<file path="config.mk">
export PLATFORM = sky130hd
export DESIGN_NAME = cos_sweep_sequencer_flat
export DESIGN_NICKNAME = d
export VERILOG_FILES = /design/src/rtl/taylor_pkg.sv /design/src/rtl/cos_sweep_sequencer_if.sv /design/src/rtl/sweep_result_fifo.sv /design/src/rtl/cos_sweep_sequencer.sv /design/src/flat_wrapper.sv
export SDC_FILE = /design/constraint.sdc
export NUM_CORES = 1
export LEC_CHECK = 0
export CORE_MARGIN = 10
export CORE_UTILIZATION = 49
export CTS_BUF_LIST = sky130_fd_sc_hd__clkbuf_8
export DETAILED_ROUTE_END_ITERATION = 10
export GPL_TIMING_DRIVEN = 0
export HOLD_SLACK_MARGIN = 0.05
export PLACE_DENSITY = 0.71
export SLEW_MARGIN = 0
export SYNTH_ARGS = -nofsm -noshare
export SYNTH_HDL_FRONTEND = slang
export SYNTH_HIERARCHICAL = 1
export SYNTH_SLANG_ARGS = --single-unit
</file>
<file path="constraint.sdc">
create_clock -name clock -period 8.79 [get_ports clock]
set_input_delay 1.3185 -clock clock [delete_from_list [all_inputs] [get_ports clock]]
set_output_delay 1.3185 -clock clock [all_outputs]
set_load 0.02 [all_outputs]
</file>
<file path="src/rtl/taylor_pkg.sv">
// rtl/taylor_pkg.sv - shared fixed-point types and sequencer state encoding
// Purpose: Q13.10 word type, result record and sweep FSM states used by the
//          cosine sweep sequencer, its result FIFO and its bus interface.
package taylor_pkg;

    localparam int DATA_W   = 24;
    localparam int FXP_FRAC = 10;

    typedef logic signed [DATA_W-1:0] fxp_t;

    typedef struct packed {
        fxp_t angle;
        fxp_t cos;
    } cos_result_t;

    typedef enum logic [2:0] {
        S_IDLE,
        S_ISSUE,
        S_WAIT,
        S_CAPTURE,
        S_FINISH
    } seq_state_t;

endpackage

</file>
<file path="src/rtl/cos_sweep_sequencer_if.sv">
// rtl/cos_sweep_sequencer_if.sv - engine request and result stream signals
// Purpose: bundles the engine start/ready handshake and the result stream.
// Ports (master = sequencer side):
//   eng_start/eng_angle  out  request pulse and angle to the cosine engine
//   eng_ready/eng_cos    in   engine completion level and result
//   res_valid/res_angle/res_cos  out  result FIFO head
//   res_ready            in   consumer accept
interface cos_sweep_sequencer_if;
    import taylor_pkg::*;

    logic eng_start;
    fxp_t eng_angle;
    logic eng_ready;
    fxp_t eng_cos;

    logic res_valid;
    logic res_ready;
    fxp_t res_angle;
    fxp_t res_cos;

    modport master (
        output eng_start, eng_angle, res_valid, res_angle, res_cos,
        input  eng_ready, eng_cos, res_ready
    );

    modport slave (
        input  eng_start, eng_angle, res_valid, res_angle, res_cos,
        output eng_ready, eng_cos, res_ready
    );

endinterface

</file>
<file path="src/rtl/sweep_result_fifo.sv">
// rtl/sweep_result_fifo.sv - synchronous FIFO of (angle, cos) results
// Purpose: small result buffer; push and pop in the same cycle are both honoured.
// Ports:
//   clock, reset      in   clock, asynchronous active-high reset (flushes)
//   push, push_data   in   write request and record
//   pop               in   read request (ignored when empty)
//   pop_data          out  head record (zero after reset)
//   full, empty       out  occupancy flags
module sweep_result_fifo
    import taylor_pkg::*;
#(
    parameter int DEPTH = 4
) (
    input  logic        clock,
    input  logic        reset,
    input  logic        push,
    input  cos_result_t push_data,
    input  logic        pop,
    output cos_result_t pop_data,
    output logic        full,
    output logic        empty
);

    localparam int AW = (DEPTH > 1) ? $clog2(DEPTH) : 1;
    localparam logic [AW:0] DEPTH_C = (AW+1)'(DEPTH);

    cos_result_t   mem [DEPTH];
    logic [AW-1:0] wr_ptr;
    logic [AW-1:0] rd_ptr;
    logic [AW:0]   count;
    logic          do_push;
    logic          do_pop;

    assign empty   = (count == '0);
    assign full    = (count == DEPTH_C);
    assign do_pop  = pop && !empty;
    // A full FIFO still takes a push when the head leaves in the same cycle.
    assign do_push = push && (!full || do_pop);
    assign pop_data = mem[rd_ptr];

    always_ff @(posedge clock or posedge reset) begin
        if (reset) begin
            wr_ptr <= '0;
            rd_ptr <= '0;
            count  <= '0;
            for (int i = 0; i < DEPTH; i++) begin
                mem[i] <= '0;
            end
        end else begin
            if (do_push) begin
                mem[wr_ptr] <= push_data;
                wr_ptr      <= wr_ptr + 1'b1;
            end
            if (do_pop) begin
                rd_ptr <= rd_ptr + 1'b1;
            end
            if (do_push && !do_pop) begin
                count <= count + 1'b1;
            end else if (do_pop && !do_push) begin
                count <= count - 1'b1;
            end
        end
    end

endmodule

</file>
<file path="src/rtl/cos_sweep_sequencer.sv">
// rtl/cos_sweep_sequencer.sv - drives a programmed angle sweep through the cosine engine
// Purpose: issues one engine request at a time, captures each result and
//          streams (angle, cos) pairs out through a small result FIFO.
// Ports:
//   clock, reset     in   clock, asynchronous active-high reset
//   sweep_start      in   start pulse, accepted only when idle
//   angle_first/angle_step/point_count  in  sweep program, sampled on accept
//   busy/done/error  out  sweep status (error is a sticky timeout flag)
//   bus              master side of engine handshake and result stream
module cos_sweep_sequencer
    import taylor_pkg::*;
#(
    parameter int CNT_W          = 10,
    parameter int FIFO_DEPTH     = 4,
    parameter int TIMEOUT_CYCLES = 4096
) (
    input  logic                  clock,
    input  logic                  reset,
    input  logic                  sweep_start,
    input  fxp_t                  angle_first,
    input  fxp_t                  angle_step,
    input  logic [CNT_W-1:0]      point_count,
    output logic                  busy,
    output logic                  done,
    output logic                  error,
    cos_sweep_sequencer_if.master bus
);

    localparam int TW = $clog2(TIMEOUT_CYCLES + 1);
    localparam logic [TW-1:0] TMO_LAST = TW'(TIMEOUT_CYCLES - 1);

    seq_state_t       state;
    fxp_t             angle;
    fxp_t             step;
    logic [CNT_W-1:0] remaining;
    logic [TW-1:0]    tmo_cnt;
    logic             eng_ready_q;
    logic             eng_start_r;
    fxp_t             eng_angle_r;

    logic             eng_rise;
    logic             push;
    cos_result_t      push_data;
    cos_result_t      head;
    logic             fifo_full;
    logic             fifo_empty;

    // Only a fresh rise counts, so a level left high by the previous
    // request cannot complete the current one.
    assign eng_rise = bus.eng_ready && !eng_ready_q;

    // eng_cos is valid one cycle after the rise, which is the CAPTURE cycle.
    assign push            = (state == S_CAPTURE);
    assign push_data.angle = eng_angle_r;
    assign push_data.cos   = bus.eng_cos;

    assign bus.eng_start = eng_start_r;
    assign bus.eng_angle = eng_angle_r;
    assign bus.res_valid = !fifo_empty;
    assign bus.res_angle = head.angle;
    assign bus.res_cos   = head.cos;

    sweep_result_fifo #(
        .DEPTH (FIFO_DEPTH)
    ) u_fifo (
        .clock     (clock),
        .reset     (reset),
        .push      (push),
        .push_data (push_data),
        .pop       (bus.res_ready),
        .pop_data  (head),
        .full      (fifo_full),
        .empty     (fifo_empty)
    );

    always_ff @(posedge clock or posedge reset) begin
        if (reset) begin
            state       <= S_IDLE;
            angle       <= '0;
            step        <= '0;
            remaining   <= '0;
            tmo_cnt     <= '0;
            eng_ready_q <= 1'b0;
            eng_start_r <= 1'b0;
            eng_angle_r <= '0;
            busy        <= 1'b0;
            done        <= 1'b0;
            error       <= 1'b0;
        end else begin
            eng_ready_q <= bus.eng_ready;
            eng_start_r <= 1'b0;
            done        <= 1'b0;
            case (state)
                S_IDLE: begin
                    if (sweep_start) begin
                        angle     <= angle_first;
                        step      <= angle_step;
                        remaining <= point_count;
                        error     <= 1'b0;
                        busy      <= 1'b1;
                        state     <= (point_count == '0) ? S_FINISH : S_ISSUE;
                    end
                end
                S_ISSUE: begin
                    // Issuing only with a free slot guarantees the later push fits.
                    if (!fifo_full) begin
                        eng_start_r <= 1'b1;
                        eng_angle_r <= angle;
                        tmo_cnt     <= '0;
                        state       <= S_WAIT;
                    end
                end
                S_WAIT: begin
                    if (eng_rise) begin
                        state <= S_CAPTURE;
                    end else if (tmo_cnt == TMO_LAST) begin
                        error <= 1'b1;
                        state <= S_FINISH;
                    end else begin
                        tmo_cnt <= tmo_cnt + 1'b1;
                    end
                end
                S_CAPTURE: begin
                    angle     <= angle + step;
                    remaining <= remaining - 1'b1;
                    state     <= (remaining == CNT_W'(1)) ? S_FINISH : S_ISSUE;
                end
                S_FINISH: begin
                    done  <= 1'b1;
                    busy  <= 1'b0;
                    state <= S_IDLE;
                end
                default: state <= S_IDLE;
            endcase
        end
    end

endmodule

</file>
<file path="src/flat_wrapper.sv">
// flat-port wrapper written by rule: the top's interface ports become plain ports
module cos_sweep_sequencer_flat import taylor_pkg::*;
#(
    parameter int CNT_W          = 10,
    parameter int FIFO_DEPTH     = 4,
    parameter int TIMEOUT_CYCLES = 4096
)
  (clock, reset, sweep_start, angle_first, angle_step, point_count, busy, done, error, bus_eng_start, bus_eng_angle, bus_res_valid, bus_res_angle, bus_res_cos, bus_eng_ready, bus_eng_cos, bus_res_ready);
  cos_sweep_sequencer_if bus_i ();
  input  logic clock;
  input  logic reset;
  input  logic sweep_start;
  input  fxp_t angle_first;
  input  fxp_t angle_step;
  input  logic [CNT_W-1:0] point_count;
  output logic busy;
  output logic done;
  output logic error;
  output wire logic [$bits(bus_i.eng_start)-1:0] bus_eng_start;
  output wire logic [$bits(bus_i.eng_angle)-1:0] bus_eng_angle;
  output wire logic [$bits(bus_i.res_valid)-1:0] bus_res_valid;
  output wire logic [$bits(bus_i.res_angle)-1:0] bus_res_angle;
  output wire logic [$bits(bus_i.res_cos)-1:0] bus_res_cos;
  input wire logic [$bits(bus_i.eng_ready)-1:0] bus_eng_ready;
  input wire logic [$bits(bus_i.eng_cos)-1:0] bus_eng_cos;
  input wire logic [$bits(bus_i.res_ready)-1:0] bus_res_ready;
  assign bus_eng_start = bus_i.eng_start;
  assign bus_eng_angle = bus_i.eng_angle;
  assign bus_res_valid = bus_i.res_valid;
  assign bus_res_angle = bus_i.res_angle;
  assign bus_res_cos = bus_i.res_cos;
  assign bus_i.eng_ready = bus_eng_ready;
  assign bus_i.eng_cos = bus_eng_cos;
  assign bus_i.res_ready = bus_res_ready;
  cos_sweep_sequencer #(.CNT_W(CNT_W), .FIFO_DEPTH(FIFO_DEPTH), .TIMEOUT_CYCLES(TIMEOUT_CYCLES)) u_core (.clock(clock), .reset(reset), .sweep_start(sweep_start), .angle_first(angle_first), .angle_step(angle_step), .point_count(point_count), .busy(busy), .done(done), .error(error), .bus(bus_i));
endmodule
</file>
==> out/results.txt, run 1 <==
Crit path kind: reg2out
# setup viols final: 0
Port Buf Inserts: 163
H-Tree Depth: 2
Met2 global-route usage: 30.1%
Slew HR: 39.9%
Vias per cell: 5.52
RR Endpoint: u_core/u_fifo/count[2]
Global Route Usage Sum: 18.6%
Die Span Y: 193 um
Layout area overhead: 22.4%
TritonCTS clock tree: done
CP cell instances: buf_1 > buf_2 > mux4_2 > clkdlybuf4s50_1
Number of synthesized register bits: 302
Ys Warns: 6
Synthesized area per cell: 13.4 um^2
Total power draw: 7.52 mW
P_leak: 7.92 nW
RR Startpoint: u_core/state[1]
Met1 Track Usage GR: 24.8%
Setup bufs post-CTS: 0
Final #Nets: 1,434
Layout cells sized above 1: 30.5%
Startpoint class of the critical path: flop
Cell family with most CP delay: buffers and inverters
Critical Path RT: 7.47 ns
Sequential area share after synthesis: 51.4%
Number of remaining DRC errors: 0
Pre-antenna DRT Iters: 5
Initial antenna violation count: 0
Synth top area share: 51.4%
Worst Path Buf+Inv: 3
RSZ-0062 raised after global routing: no
Setup_tns: 0 ns
Per-cell routed wire length: 20.2 um
Resized Gates After CTS: 0
Die ar.: 37,300 um^2
Met3 Track Usage GR: 4.17%
# hold bufs at CTS: 0
Async set-reset flop share out of synthesis: 100%
Num CTS Buffers: 52
Row count: 63
Critical Path End Type: output pin
Unique masters post-synth: 71
Placed inst area: 16,900 um^2
Top-level port count: 164
Most frequent cells in the layout: dfrtp_1, clkdlybuf4s50_1, mux2_2, nand2_1, mux2_4
Top achievable clock speed: 0.239 GHz
DP HPWL: 25.0 mm
Pin count of the biggest net entering global routing: 120
Status: finished, final reports clean
Reg2Reg Depth: 12
Tightest Pin Transition: 0.902 ns
Reg2reg setup slack: 5.26 ns
Mapped Area: 14,700 um^2
Worst Hold Depth: 2
Initial Util: 49.6%
Min-delay src: u_core/step[21]
Vias in the first global route: 10,307
WL final: 35.2 mm
Core area: 29,600 um^2
Root buffer cell: clkbuf_8
Max VDD drop: 0.000141 V
Chip width: 193 um
Hold Fails Final Rpt: 0
Worst-path clk slew: 0.06 ns
Initial DRC Count: 541
Largest cells by area after synthesis: dfrtp_1, mux2_2, mux2_4, mux4_2, nand2_1
EDFF count, synth: 0
Num Clock Sinks: 302
Hold Path End: u_core/step[21]
Global routing's busiest layer: met2
Vias after detailed routing: 9,620
Arr. time, crit path: 2.86 ns
Post-Syn Instances: 1,095
Max Buffers Root-to-Sink: 3
Gpl congestion: 0.944
Commonest non-fill, non-tap cell in the layout: dfrtp_1
Final Cycle Share: 47.6%
Antenna Cells: 0
Clock skew: 0.0173 ns
Worst skew pair latency: 0.56 ns
Hold WC Path Type: reg2reg
Max-cap viol count: 0
PD cells: 418 nW/um^2
Largest area contributor in the netlist: dfrtp_1
Worst-path maximum fanout: 10
Global-route wire length before repair: 57.3 mm
Primary FF master, synth: dfrtp_1
Syn_nets: 1,215
Final Cell Area: 18,000 um^2
Antenna Nets Post-Route: 0
Fin. max-slew vios: 0
Global route overflow: 0
Minimum clock period: 4.18 ns
Largest stage delay on the critical path: 0.58 ns
Highest-delay cell along the critical path: buf_1
[worst max-delay path by stage]
stage / from / end / slack (ns) / cells past startpoint
2_1_floorplan: reset / u_core/u_fifo/count[0] / 2.05 / 1
3_3_place_gp: reset / u_core/u_fifo/mem[185] / -0.61 / 2
3_5_place_dp: u_core/u_fifo/rd_ptr[1] / bus_res_cos[1] / 5.13 / 4
4_1_cts: u_core/u_fifo/rd_ptr[1] / bus_res_cos[1] / 4.53 / 4
5_1_grt: u_core/u_fifo/rd_ptr[1] / bus_res_cos[1] / 4.46 / 4
6_report: u_core/u_fifo/rd_ptr[1] / bus_res_cos[1] / 4.61 / 4
[registers in the layout, summed over array words and instances, names as in the netlist]
signal / count
u_core/u_fifo/count: 3
u_core/eng_ready_q: 1
u_core/u_fifo/rd_ptr: 2
u_core/step: 24
u_core/remaining: 10
u_core/tmo_cnt: 13
u_core/u_fifo/wr_ptr: 2
u_core/done: 1
u_core/bus.eng_angle: 24
u_core/error: 1
u_core/angle: 24
u_core/bus.eng_start: 1
u_core/busy: 1
u_core/u_fifo/mem: 192
u_core/state: 3
[power by group]
part	internal (mW)	switching, mW
Combinational	1.92	1.78
Clock	0.761	0.555
Sequential	2.04	0.465
Total	4.72	2.80
[per-layer routing]
| layer | wire [um] | vias up |
|---|---|---|
| li1 | - | 4436 |
| met2 | 16800 | 237 |
| met4 | 675 | 0 |
| met5 | 0 | - |
| met3 | 1850 | 56 |
| met1 | 15800 | 4891 |
[worst register-to-register path, delay by kind of cell (launching register included)]
family / cells / cell delay [ns]
AND/OR/NAND/NOR: 3 / 0.90
buffers and inverters: 5 / 1.21
XOR/XNOR: 2 / 0.29
flip-flops: 1 / 0.44
adder cells (fa/ha/maj): 2 / 0.61
[Yosys cell counts (7+ instances only)]
cell type / n
a21oi_1: 30
a22oi_1: 11
and3_1: 9
buf_2: 21
buf_8: 8
clkbuf_1: 17
dfrtp_1: 302
ha_1: 31
inv_1: 18
mux2_2: 138
mux2_4: 80
mux4_2: 48
nand2_1: 127
nand3_1: 10
nand4_1: 7
nor2_1: 38
nor2_2: 7
nor3_1: 10
o21ai_0: 28
o22ai_1: 9
xnor2_1: 17
xor2_1: 18
[stage by stage]
stage	std cells	hold slack (ns)	util (%)	worst slack [ns]
after floorplan	1095	0.450	-	2.05
after global placement	1648	0.467	56.8	-0.606
after detailed placement	1650	0.471	57.0	5.13
after CTS	1743	0.486	60.7	4.53
after global routing	1743	0.503	60.7	4.46
final	1743	0.482	60.7	4.61
[final cells by class]
class                           instances  area (um^2)
Fill cell                            2375        11600
Buffer                                 57          368
Tap cell                              390          488
Sequential cell                       302         7560
Timing Repair Buffer                  165         1690
Clock inverter                         20          108
Clock buffer                           73         1000
Inverter                               19         81.3
Multi-Input combinational cell        717         6700
[kinds of logic after synthesis]
group / after synthesis / synth area share [%]
adder cells (fa/ha/maj): 33 / 2.91
multiplexers: 270 / 26.4
flip-flops: 302 / 51.4
buffers and inverters: 76 / 2.99
AO/OA/AOI/OAI: 132 / 6.15
AND/OR/NAND/NOR: 247 / 8.09
XOR/XNOR: 35 / 2.09
No activity file was read; power rests on OpenSTA's default activity.
==> run 2, diff against run 1 <==
- PLACE_DENSITY: 0.71 -> 0.74
- clock period: 8.79 -> 3.7 ns (I/O delays scaled with it)
==> run 2 against run 1 <==
  * Non-clock buffer count is 3 higher
  * Via count is 0.26% higher
  * Setup slack worse by 4.3 ns
  * Clock power is 110% higher
  * Sequential share of layout area is 0.18 points higher
  * Global-route usage is 0.13 points lower
  * First-iteration DRC count is 5.4% lower
  * Die area stayed put
  * Largest cell class unchanged
  * Highest routed layer unchanged
==> out/results.txt, run 2 (synthesized netlist as in run 1, its figures left out) <==
Status: finished, final reports clean (unchanged)
Chip width: 193 um (unchanged)
Setup bufs post-CTS: 0 (unchanged)
Final Cycle Share: 92.1%
Placed inst area: 17,000 um^2 (was 16,900 um^2)
Max-cap viol count: 0 (unchanged)
Vias in the first global route: 10,148 (was 10,307)
Global route overflow: 0 (unchanged)
Fin. max-slew vios: 0 (unchanged)
Worst hold margin: 0.435 ns (was 0.482 ns)
Vias after detailed routing: 9,645 (was 9,620)
Total power draw: 17.6 mW (was 7.52 mW)
Crit path kind: reg2out (unchanged)
# setup viols final: 0 (unchanged)
Layout area overhead: 21.9% (was 22.4%)
Die ar.: 37,300 um^2 (unchanged)
Final #Nets: 1,437 (was 1,434)
Pin count of the biggest net entering global routing: 72 (was 120)
Clock skew: 0.0130 ns (was 0.0173 ns)
Int Power: 11.0 mW (was 4.72 mW)
Core area: 29,600 um^2 (unchanged)
Clock power share: 16.0% (was 17.5%)
Startpoint class of the critical path: flop (unchanged)
Minimum clock period: 3.41 ns
PD cells: 981 nW/um^2 (was 418 nW/um^2)
Global-route wire length before repair: 56.8 mm (was 57.3 mm)
Max Buffers Root-to-Sink: 3 (unchanged)
NetSw: 6.63 mW (was 2.80 mW)
Switch share: 37.7% (was 37.2%)
Initial antenna violation count: 0 (unchanged)
Worst-path clk slew: 0.06 ns (about the same)
Initial DRC Count: 512 (was 541)
Row count: 63 (unchanged)
Top-level port count: 164 (unchanged)
Most frequent cells in the layout: dfrtp_1, clkdlybuf4s50_1, mux2_2, nand2_1, mux2_4 (unchanged)
Num Clock Sinks: 302 (unchanged)
Port Buf Inserts: 163 (unchanged)
Root buffer cell: clkbuf_8 (unchanged)
Vias per cell: 5.54 (was 5.52)
DP HPWL: 25.4 mm (was 25.0 mm)
Final Cell Area: 17,900 um^2 (was 18,000 um^2)
Global Route Usage Sum: 18.5% (was 18.6%)
P_leak: 7.89 nW (was 7.92 nW)
Gpl congestion: 0.929 (was 0.944)
Antenna Cells: 0 (unchanged)
Critical Path End Type: output pin (unchanged)
Number of remaining DRC errors: 0 (unchanged)
# hold bufs at CTS: 0 (unchanged)
Hold Fails Final Rpt: 0 (unchanged)
Max VDD drop: 0.000380 V (was 0.000141 V)
WL final: 35.0 mm (was 35.2 mm)
Die Span Y: 193 um (unchanged)
Resized Gates After CTS: 0 (unchanged)
Comb power frac: 50.1% (was 49.2%)
H-Tree Depth: 2 (unchanged)
RSZ-0062 raised after global routing: no (unchanged)
Sequential share of power: 33.9% (was 33.3%)
Antenna Nets Post-Route: 0 (unchanged)
Initial Util: 49.6% (unchanged)
Arr. time, crit path: 2.85 ns (was 2.86 ns)
Max reg flops: 192 (unchanged)
Worst-path maximum fanout: 10 (unchanged)
TritonCTS clock tree: done (unchanged)
Critical Path RT: 3.14 ns (was 7.47 ns)
Commonest non-fill, non-tap cell in the layout: dfrtp_1 (unchanged)
Tightest Pin Transition: 0.770 ns (was 0.902 ns)
Num CTS Buffers: 52 (unchanged)
Largest Register: u_core/u_fifo/mem (unchanged)
Layout cells sized above 1: 29.9% (was 30.5%)
Slew HR: 48.6% (was 39.9%)
Worst skew pair latency: 0.57 ns (was 0.56 ns)
Hold WC Path Type: in2async (was reg2reg)
Top achievable clock speed: 0.293 GHz
Pre-antenna DRT Iters: 4 (was 5)
Per-cell routed wire length: 20.1 um (was 20.2 um)
==> run 2: cell type report <==
| cell class | count | area, um^2 |
|---|---|---|
| buffer | 56 | 364 |
| clock buffer | 64 | 881 |
| clock inverter | 23 | 90.1 |
| fill | 2319 | 11700 |
| inverter | 19 | 77.6 |
| multi-input combinational | 717 | 6700 |
| sequential | 302 | 7560 |
| tap | 390 | 488 |
| timing repair buffer | 169 | 1760 |
==> run 2: power by group through the flow <==
| stage | sequential, mW | combinational [mW] | clock [mW] |
|---|---|---|---|
| after floorplan | 5.77 | 6.06 | 0 |
| after global placement | 5.91 | 8.66 | 0 |
| after detailed placement | 5.98 | 8.83 | 0 |
| after CTS | 5.95 | 8.88 | 2.91 |
| after global routing | 6.17 | 9.51 | 3.07 |
| final | 5.96 | 8.81 | 2.82 |
==> run 2: critical path, cell delays in order, from the launching register on <==
cell and delay [ns]:
dfrtp_1 0.37, buf_1 0.56, buf_2 0.41, mux4_2 0.37, clkdlybuf4s50_1 0.57
==> run 2: worst paths after layout <==
path / to / slack [ns] / from / depth (start not counted)
setup / recovery: bus_res_cos[10] / 0.29 / u_core/u_fifo/rd_ptr[1] / 4
hold / removal: u_core/bus.eng_angle[18] / 0.43 / reset / 2
setup reg to reg: u_core/u_fifo/count[2] / 0.65 / u_core/state[0] / 11
hold reg to reg: u_core/step[2] / 0.48 / u_core/step[2] / 2
max in group asynchronous: u_core/u_fifo/mem[157] / 2.36 / reset / 4
min in group clock: u_core/eng_ready_q / 0.46 / bus_eng_ready / 1
==> run 2: through the flow <==
| stage | setup TNS (ns) | util [%] | setup slack, ns | cells |
|---|---|---|---|---|
| floorplan | 0 | - | 0.441 | 1095 |
| global placement | -314.00 | 56.8 | -1.17 | 1648 |
| detailed placement | 0 | 57.2 | 0.208 | 1654 |
| CTS | 0 | 60.5 | 0.176 | 1741 |
| global route | 0 | 60.5 | 0.170 | 1740 |
| finish | 0 | 60.5 | 0.293 | 1740 |
==> run 2: per-layer routing <==
metal	track usage [%]	wire length [um]	vias to the layer above
met3	4.32	2190	46
met1	24.7	15600	4889
li1	-	-	4425
met5	0	0	-
met2	29.5	16600	285
met4	4.86	550	0
==> run 3, diff against run 2 <==
- REMOVE_ABC_BUFFERS: not set -> 1
==> run 3 against run 2 <==
  * Sequential share of layout area rose by 0.069 points
  * Fmax rose by 4.9%
  * Power rose by 0.45%
  * Clock power rose by 7%
  * Register-to-register slack got worse by 0.20 ns
  * Utilization fell by 0.059 points
  * Flip-flop and latch count did not move
  * Largest power group unchanged
==> out/results.txt, run 3 (synthesized netlist as in run 1, its figures left out) <==
Status: finished, final reports clean (unchanged)
Fin. max-slew vios: 0 (unchanged)
Top achievable clock speed: 0.308 GHz (was 0.293 GHz)
Global Route Usage Sum: 18.0% (was 18.5%)
Highest-delay cell along the critical path: or3_2 (was clkdlybuf4s50_1)
Setup bufs post-CTS: 0 (unchanged)
Reg2Reg Depth: 10 (was 11)
Pin count of the biggest net entering global routing: 116 (was 72)
Per-cell routed wire length: 20.1 um (about the same)
Arr. time, crit path: 3.74 ns (was 2.85 ns)
Cell family with most CP delay: simple AND/OR/NAND/NOR gates (was buffers and inverters)
Worst Path Buf+Inv: 3 (unchanged)
Startpoint class of the critical path: flop (unchanged)
Vias after detailed routing: 9,406 (was 9,645)
Antenna Nets Post-Route: 0 (unchanged)
Hold Path End: u_core/eng_ready_q
# hold bufs at CTS: 0 (unchanged)
RSZ-0062 raised after global routing: no (unchanged)
Max VDD drop: 0.000424 V (was 0.000380 V)
DP HPWL: 23.6 mm (was 25.4 mm)
Commonest non-fill, non-tap cell in the layout: dfrtp_1 (unchanged)
Worst-path maximum fanout: 30 (was 10)
Max-cap viol count: 0 (unchanged)
Global-route wire length before repair: 56.1 mm (was 56.8 mm)
Critical Path RT: 4.20 ns (was 3.14 ns)
Initial Util: 49.6% (unchanged)
WL final: 34.2 mm (was 35.0 mm)
Setup_tns: 0 ns (unchanged)
RR Endpoint: u_core/u_fifo/count[2] (unchanged)
Min-delay src: bus_eng_ready
Most frequent cells in the layout: dfrtp_1, clkdlybuf4s50_1, mux2_2, nand2_1, mux2_4 (unchanged)
PD cells: 987 nW/um^2 (was 981 nW/um^2)
Hold WC Path Type: in2reg (was in2async)
Worst skew pair latency: 0.57 ns (about the same)
Pre-antenna DRT Iters: 5 (was 4)
TritonCTS clock tree: done (unchanged)
Num CTS Buffers: 51 (was 52)
Top-level port count: 164 (unchanged)
Row count: 63 (unchanged)
Layout area overhead: 21.8% (was 21.9%)
Gpl congestion: 0.842 (was 0.929)
Crit-path most repeated cell: xor2_1
Worst-path clk slew: 0.06 ns (about the same)
Hold Fails Final Rpt: 0 (unchanged)
CP cell instances: inv_2 > or3_2 > clkinvlp_4 > nor2b_1 > ha_1 > inv_1 > fa_1 > xor2_1 > nor2_1 > xor2_1 (was buf_1 > buf_2 > mux4_2 > clkdlybuf4s50_1)
Slew HR: 30.2% (was 48.6%)
Total power draw: 17.7 mW (was 17.6 mW)
Chip width: 193 um (unchanged)
Largest stage delay on the critical path: 0.79 ns (was 0.57 ns)
Core area: 29,600 um^2 (unchanged)
Port Buf Inserts: 163 (unchanged)
H-Tree Depth: 2 (unchanged)
Initial antenna violation count: 1 (was 0)
Clock skew: 0.0159 ns (was 0.0130 ns)
Root buffer cell: clkbuf_8 (unchanged)
Vias per cell: 5.52 (was 5.54)
Num Clock Sinks: 302 (unchanged)
Max Buffers Root-to-Sink: 3 (unchanged)
Number of remaining DRC errors: 0 (unchanged)
Final Cycle Share: 87.8% (was 92.1%)
Die Span Y: 193 um (unchanged)
Final #Nets: 1,392 (was 1,437)
Crit path kind: reg2reg (was reg2out)
RR Startpoint: u_core/state[0] (unchanged)
Tightest Pin Transition: 1.04 ns (was 0.770 ns)
# setup viols final: 0 (unchanged)
Largest Register: u_core/u_fifo/mem (unchanged)
Critical Path End Type: flop (was output pin)
Vias in the first global route: 10,172 (was 10,148)
Die ar.: 37,300 um^2 (unchanged)
Minimum clock period: 3.25 ns (was 3.41 ns)
Max reg flops: 192 (unchanged)
Worst Hold Depth: 1
Global route overflow: 0 (unchanged)
Initial DRC Count: 541 (was 512)
P_leak: 7.81 nW (was 7.89 nW)
Layout cells sized above 1: 29.7% (was 29.9%)
Reg2reg setup slack: 0.45 ns (was 0.65 ns)
run 3: cell types whose count changed in the layout (fill, tap and decap cells not counted), moves of 3 or more:
cell	change
nor2_4	+4
buf_2	-21
inv_1	+3
nor2_2	-4
buf_8	-7
buf_1	-4
buf_12	+6
clkbuf_1	-17
run 3: layout make-up:
type	instances	area [um^2]
fillers	2334	11700
flip-flops and latches	302	7560
multi-input cells	717	6740
repair buffers	180	1970
clock buffers	64	881
well taps	390	488
clock inverters	30	170
inverters	19	85.1
repair inverters	1	5.00
diodes	1	2.50
run 3: stage by stage:
stage | setup WS (ns) | utilization (%) | std cells | area, um^2 | hold slack [ns]
global route | 0.256 | 60.4 | 1704 | 17900 | 0.443
finish | 0.452 | 60.4 | 1704 | 17900 | 0.457
CTS | 0.00108 | 60.4 | 1703 | 17900 | 0.428
global placement | -4.93 | 55.5 | 1591 | 16500 | 0.463
detailed placement | -0.206 | 56.8 | 1608 | 16800 | 0.471
floorplan | -2.28 | - | 1038 | 14300 | 0.450
run 3: where the power goes:
group	internal [mW]	switching, mW	total (mW)	leakage [nW]
registers	4.86	1.17	6.03	3.67
logic	4.61	4.02	8.63	3.51
clock network	1.69	1.32	3.01	0.632
total	11.2	6.51	17.7	7.81
run 3: worst max path at each step:
| stage | start | end | slack [ns] | cells after the start |
|---|---|---|---|---|
| after floorplan | reset | u_core/u_fifo/count[0] | -2.28 | 1 |
| after global placement | reset | u_core/u_fifo/wr_ptr[0] | -4.93 | 2 |
| after detailed placement | u_core/state[0] | u_core/u_fifo/mem[41] | -0.21 | 8 |
| after CTS | u_core/state[0] | u_core/u_fifo/count[1] | 0.001 | 8 |
| after global routing | u_core/state[1] | u_core/u_fifo/count[2] | 0.26 | 10 |
| final | u_core/state[0] | u_core/u_fifo/count[2] | 0.45 | 10 |
run 3: routing by layer:
metal / vias to the layer above / GRT usage [%] / wire, um
li1: 4334 / - / -
met1: 4775 / 23.8 / 15600
met2: 245 / 29.4 / 16300
met3: 52 / 3.37 / 1560
met4: 0 / 5.84 / 767
met5: - / 0 / 0
run 3: what timing repair did:
item,4_1_cts,5_1_grt
endpoints found under the hold margin,0,0
cloned,1,0
resized for setup,1,1
setup endpoints to repair,95,13
